[config.mk]
export PLATFORM = sky130hd
export DESIGN_NAME = jtag_cmd_master
export DESIGN_NICKNAME = d
export VERILOG_FILES = /design/src/rtl/jtag_cmd_master.sv
export SDC_FILE = /design/constraint.sdc
export NUM_CORES = 1
export LEC_CHECK = 0
export BUFFER_PORTS_ARGS = -buffer_cell sky130_fd_sc_hd__buf_2
export CAP_MARGIN = 20
export CORE_UTILIZATION = 50
export DETAILED_ROUTE_END_ITERATION = 8
export GPL_ROUTABILITY_DRIVEN = 0
export PLACE_DENSITY = 0.78
export SLEW_MARGIN = 20
export SYNTH_ARGS = -nofsm -noshare
export SYNTH_HDL_FRONTEND = slang
export SYNTH_SLANG_ARGS = --single-unit
export TNS_END_PERCENT = 1
[constraint.sdc]
create_clock -name clk -period 4.54 [get_ports clk]
set_input_delay 1.135 -clock clk [delete_from_list [all_inputs] [get_ports clk]]
set_output_delay 1.135 -clock clk [all_outputs]
set_load 0.01 [all_outputs]
[src/rtl/jtag_cmd_master.sv]
// jtag_cmd_master: decodes host command bytes into single 32-bit bus transactions and returns status/read data
module jtag_cmd_master #(
   parameter int unsigned TIMEOUT_CYCLES = 1024,
   parameter logic [7:0]  STATUS_OK      = 8'hA5,
   parameter logic [7:0]  STATUS_TIMEOUT = 8'hEE,
   parameter logic [7:0]  STATUS_BADCMD  = 8'hEF
) (
   input  logic        clk,
   input  logic        rst,
   input  logic        fifo_dataavailable,
   input  logic [7:0]  fifo_readdata,
   output logic        fifo_read,
   input  logic        fifo_readyfordata,
   output logic [7:0]  fifo_writedata,
   output logic        fifo_write,
   output logic        bus_cyc,
   output logic        bus_we,
   output logic [31:0] bus_addr,
   output logic [31:0] bus_wdata,
   input  logic [31:0] bus_rdata,
   input  logic        bus_ack
);
   typedef enum logic [2:0] {S_IDLE, S_ADDR, S_WDATA, S_BUS, S_RESP} state_e;
   localparam logic [15:0] TMO_LAST = 16'(TIMEOUT_CYCLES - 1);
   state_e      state_q, state_d;
   logic [1:0]  cnt_q, cnt_d;
   logic [15:0] tmo_q, tmo_d;
   logic [2:0]  idx_q, idx_d;
   logic [7:0]  status_q, status_d;
   logic [31:0] rdata_q, rdata_d;
   logic [31:0] addr_q, addr_d;
   logic [31:0] wdata_q, wdata_d;
   logic        we_q, we_d;
   logic        cyc_q, cyc_d;
   logic        wr_q, wr_d;
   logic [7:0]  wrd_q, wrd_d;
   logic [1:0]  bsel;
   logic [7:0]  resp_byte;
   logic        last;
   assign fifo_read = !rst && fifo_dataavailable && (state_q inside {S_IDLE, S_ADDR, S_WDATA});
   assign fifo_write = wr_q;
   assign fifo_writedata = wrd_q;
   assign bus_cyc = cyc_q;
   assign bus_we = we_q;
   assign bus_addr = addr_q;
   assign bus_wdata = wdata_q;
   // response byte 0 is the status, bytes 1..4 are read data LSB first
   assign bsel = 2'(idx_q - 3'd1);
   assign resp_byte = (idx_q == 3'd0) ? status_q : rdata_q[{bsel, 3'b000} +: 8];
   assign last = !(!we_q && status_q == STATUS_OK) || idx_q == 3'd4;
   always_comb begin
      state_d  = state_q;
      cnt_d    = cnt_q;
      tmo_d    = tmo_q;
      idx_d    = idx_q;
      status_d = status_q;
      rdata_d  = rdata_q;
      addr_d   = addr_q;
      wdata_d  = wdata_q;
      we_d     = we_q;
      cyc_d    = cyc_q;
      wr_d     = 1'b0;
      wrd_d    = wrd_q;
      case (state_q)
         S_IDLE: if (fifo_read) begin
            cnt_d = 2'd0;
            idx_d = 3'd0;
            if (fifo_readdata == 8'h01 || fifo_readdata == 8'h02) begin
               we_d    = fifo_readdata == 8'h01;
               state_d = S_ADDR;
            end else begin
               status_d = STATUS_BADCMD;
               state_d  = S_RESP;
            end
         end
         S_ADDR: if (fifo_read) begin
            addr_d = {fifo_readdata, addr_q[31:8]};
            cnt_d  = cnt_q + 2'd1;
            if (cnt_q == 2'd3) begin
               state_d = we_q ? S_WDATA : S_BUS;
               cyc_d   = !we_q;
               tmo_d   = 16'd0;
            end
         end
         S_WDATA: if (fifo_read) begin
            wdata_d = {fifo_readdata, wdata_q[31:8]};
            cnt_d   = cnt_q + 2'd1;
            if (cnt_q == 2'd3) begin
               state_d = S_BUS;
               cyc_d   = 1'b1;
               tmo_d   = 16'd0;
            end
         end
         S_BUS: begin
            // an ack on the expiry cycle wins over the timeout
            if (cyc_q && bus_ack) begin
               rdata_d  = bus_rdata;
               status_d = STATUS_OK;
               cyc_d    = 1'b0;
               idx_d    = 3'd0;
               state_d  = S_RESP;
            end else if (tmo_q == TMO_LAST) begin
               status_d = STATUS_TIMEOUT;
               cyc_d    = 1'b0;
               idx_d    = 3'd0;
               state_d  = S_RESP;
            end else begin
               tmo_d = tmo_q + 16'd1;
            end
         end
         S_RESP: if (fifo_readyfordata) begin
            wr_d    = 1'b1;
            wrd_d   = resp_byte;
            idx_d   = idx_q + 3'd1;
            state_d = last ? S_IDLE : S_RESP;
         end
         default: state_d = S_IDLE;
      endcase
   end
   always_ff @(posedge clk) begin
      if (rst) begin
         state_q  <= S_IDLE;
         cnt_q    <= 2'd0;
         tmo_q    <= 16'd0;
         idx_q    <= 3'd0;
         status_q <= 8'd0;
         rdata_q  <= 32'd0;
         addr_q   <= 32'd0;
         wdata_q  <= 32'd0;
         we_q     <= 1'b0;
         cyc_q    <= 1'b0;
         wr_q     <= 1'b0;
         wrd_q    <= 8'd0;
      end else begin
         state_q  <= state_d;
         cnt_q    <= cnt_d;
         tmo_q    <= tmo_d;
         idx_q    <= idx_d;
         status_q <= status_d;
         rdata_q  <= rdata_d;
         addr_q   <= addr_d;
         wdata_q  <= wdata_d;
         we_q     <= we_d;
         cyc_q    <= cyc_d;
         wr_q     <= wr_d;
         wrd_q    <= wrd_d;
      end
   end
endmodule
==> impl_metrics.ini <==
[worst_setup_path]
end_kind = output pin
critPathLaunchType = input pin
cp.arrival_ns = 2.04
r2r-end = tmo_q[14]
rrSetupSlack_ns = 1.91
crit_fanout = 7
worstPathRequired_ns = 3.40
slowest_delay_ns = 0.27
regToRegStartpoint = state_q[0]
cp_slowest_cell = nor2_1
startpoint = rst
reg2regPathDepth = 5
crit_chain = buf_4 -> nand2b_1 -> nor2_1 -> nand2_1 -> inv_1 -> buf_2
crit_type = input pin to output pin

[synthesis]
yosysTopAreaCellShare_pct = 47.41
syn-cell-area_um2 = 5658
synth-edff-count = 0
synth.distinct_cells = 53
synthCells = 685
yosysWarnings = 0
synth-async-reset-ratio_pct = 0
synth.avg_cell_area_um2 = 8.260
yosysTopAreaCell = dfxtp_1
synth_area_leaders = dfxtp_1, nand2_1, nand3b_1, a21oi_1, nand2b_1
synth_nets = 734
ys.flop_type = dfxtp_1
synth-seq-cells = 134
seq_area_frac_synth_pct = 47.41

[floorplanning]
core_um2 = 10940
io_pins = 121
die_w_um = 108.4
rows = 38
die_height_um = 108.4
initial_utilization_pct = 51.74
die-area_um2 = 11750

[clock_network]
clk_latency_ns = 0.42
tritoncts = yes
cts_root_buf = clkbuf_16
cts-buffers-inserted = 17
clk_pin_slew_ns = 0.06
clockBufferDepth = 2
cts_resized = 0
cts.sink_count = 134
post-cts-setup-buffer-count = 0
cts_hold_buf = 0
htree_levels = 4

[drt]
num_vias = 5072
viasPerCell = 5.436
routed_wl_um = 12710
ant_nets = 0
drc = 0
drt_iter0_drc = 416
wl_per_cell_um = 13.62
dr.pass1.iters = 5

[power_and_ir_drop]
leakage_nw = 2.806
power_switching_uw = 560.1
power_mw = 2.661
power_frac_seq_pct = 44.7
netSwitchingFraction_pct = 21.05
cellPowerDensity_nw_per_um2 = 387.1
intPower_mw = 2.101
clock_power_share_pct = 52.0
p_comb_share_pct = 3.3
ir_drop_uv = 237.3

[hold_path]
hp-start = rdata_q[11]
hold_end = rdata_q[11]
hold_path_class = flop to flop
min_path_cells = 2

[grt]
grtUsageTotal_pct = 22.30
overflow = 0
antenna_found_initial = 0
grt_start_max_net_pins = 133
grt_pass1_vias = 4646
grt_pass1_wl_um = 20730

[layout]
final_layout_size_suffix_gt1_share_pct = 21.59
seqCellArea_um2 = 2683
num-nets-final = 828
multiInputGateArea_um2 = 2760
syn_to_final_growth_pct = 21.49
postLayoutCellArea_um2 = 6874
fill_cells = 939

[placement]
port_buffers = 120
dp_worst_setup_slack_ns = 1.372
dp_hpwl_um = 8302
place_area_um2 = 6269

[run]
cap_violations = 0

[timing]
clock_skew_ns = 0.01163
finalSetupViolations = 0
rsz0062_at_grt = no
tightest_slew_ns = 1.008
fin_tns_setup_ns = 0
fin_crit_ns = 3.177
setup_slack_ns = 1.363
finalHoldViolations = 0
min_period_over_period_pct = 69.97
fmax_ghz = 0.3148
drv_slew = 0
slew_headroom_pct = 32.62

[outcome]
status = finished clean
==> critical path: cells and delay by family <==
kind	cells	cell delay [ns]
simple gates	3	0.58
buf+inv	3	0.33
==> layout by cell type, fill, tap and decap left out, types with 3 or more instances in the layout <==
cell,Yosys,final
and2_1,5,4
inv_1,7,7
nor3_1,5,4
nand2b_1,35,35
mux4_2,8,8
o21ai_0,42,42
nand4_1,4,4
and4_1,4,4
clkbuf_16,0,17
dfxtp_1,134,134
a21oi_1,51,51
o21a_1,3,3
clkinv_2,0,4
nand2_1,185,185
a31oi_1,8,8
o22ai_1,7,7
nand3_1,11,11
bufinv_16,0,3
a311oi_1,8,8
ha_1,4,4
buf_2,12,119
nor2_1,30,29
buf_4,0,3
nand3b_1,35,35
nor2b_1,9,9
a211oi_1,7,7
and3_1,4,4
==> worst max path at each step <==
| stage | to | slack, ns | cells after the start |
|---|---|---|---|
| 4_1_cts | fifo_read | 1.37 | 6 |
| 3_5_place_dp | fifo_read | 1.37 | 6 |
| 6_report | fifo_read | 1.36 | 6 |
| 3_3_place_gp | fifo_read | 1.38 | 6 |
| 2_1_floorplan | fifo_read | 1.72 | 4 |
| 5_1_grt | fifo_read | 1.24 | 6 |
==> metrics by stage <==
stage,hold slack [ns],instances,util (%)
2_1_floorplan,0.4331,685,-
3_3_place_gp,0.4397,900,57.28
3_5_place_dp,0.4454,900,57.32
4_1_cts,0.4555,932,62.79
5_1_grt,0.4696,932,62.84
6_report,0.4514,933,62.86
==> per-layer routing <==
| metal | vias up | GRT usage, % | wire length [µm] |
|---|---|---|---|
| met5 | - | 0 | 0 |
| met4 | 0 | 9.170 | 145 |
| met3 | 14 | 7.113 | 877 |
| met2 | 147 | 35.53 | 5844 |
| met1 | 2375 | 27.85 | 5841 |
| li1 | 2536 | - | - |
==> power groups by stage <==
stage / logic (mW) / clock network, mW / registers, mW
global route: 0.0952 / 1.46 / 1.19
global placement: 0.0849 / 0 / 1.22
floorplan: 0.0535 / 0 / 1.21
finish: 0.0869 / 1.38 / 1.19
detailed placement: 0.0862 / 0 / 1.22
CTS: 0.0865 / 1.40 / 1.19
==> synth_stat cells (9+ instances only) <==
master / number
nor2b_1: 9
clkbuf_1: 34
nor2_1: 30
buf_2: 12
nand3b_1: 35
nand2b_1: 35
o21ai_0: 42
a21oi_1: 51
nand3_1: 11
dfxtp_1: 134
nand2_1: 185
==> kinds of logic (layout without fill, tap and decap cells) <==
group,after synthesis,count (layout),share of synthesized area [%]
simple gates,341,341,29.39
compound gates,139,139,14.42
flops,134,134,47.41
buf+inv,55,162,4.047
mux,10,10,3.538
fa+ha+maj,4,4,0.8846
xor+xnor,2,2,0.3097
other cells,0,1,0
==> registers in the layout (all words and copies together) (netlist names) <==
name	flops
bus_wdata	32
bus_cyc	1
tmo_q	16
bus_addr	32
state_q	3
status_q	3
rdata_q	32
fifo_writedata	8
cnt_q	2
idx_q	3
bus_we	1
fifo_write	1
==> area by class of cell <==
cell class	count	share of cell area [%]
antenna	1	0.03640
sequential	134	39.02
tap	140	2.548
multi-input combinational	496	40.15
clock inverter	12	2.202
timing repair buffer	123	9.155
clock buffer	20	6.498
inverter	7	0.3822
(Power assumes the default switching activity.)
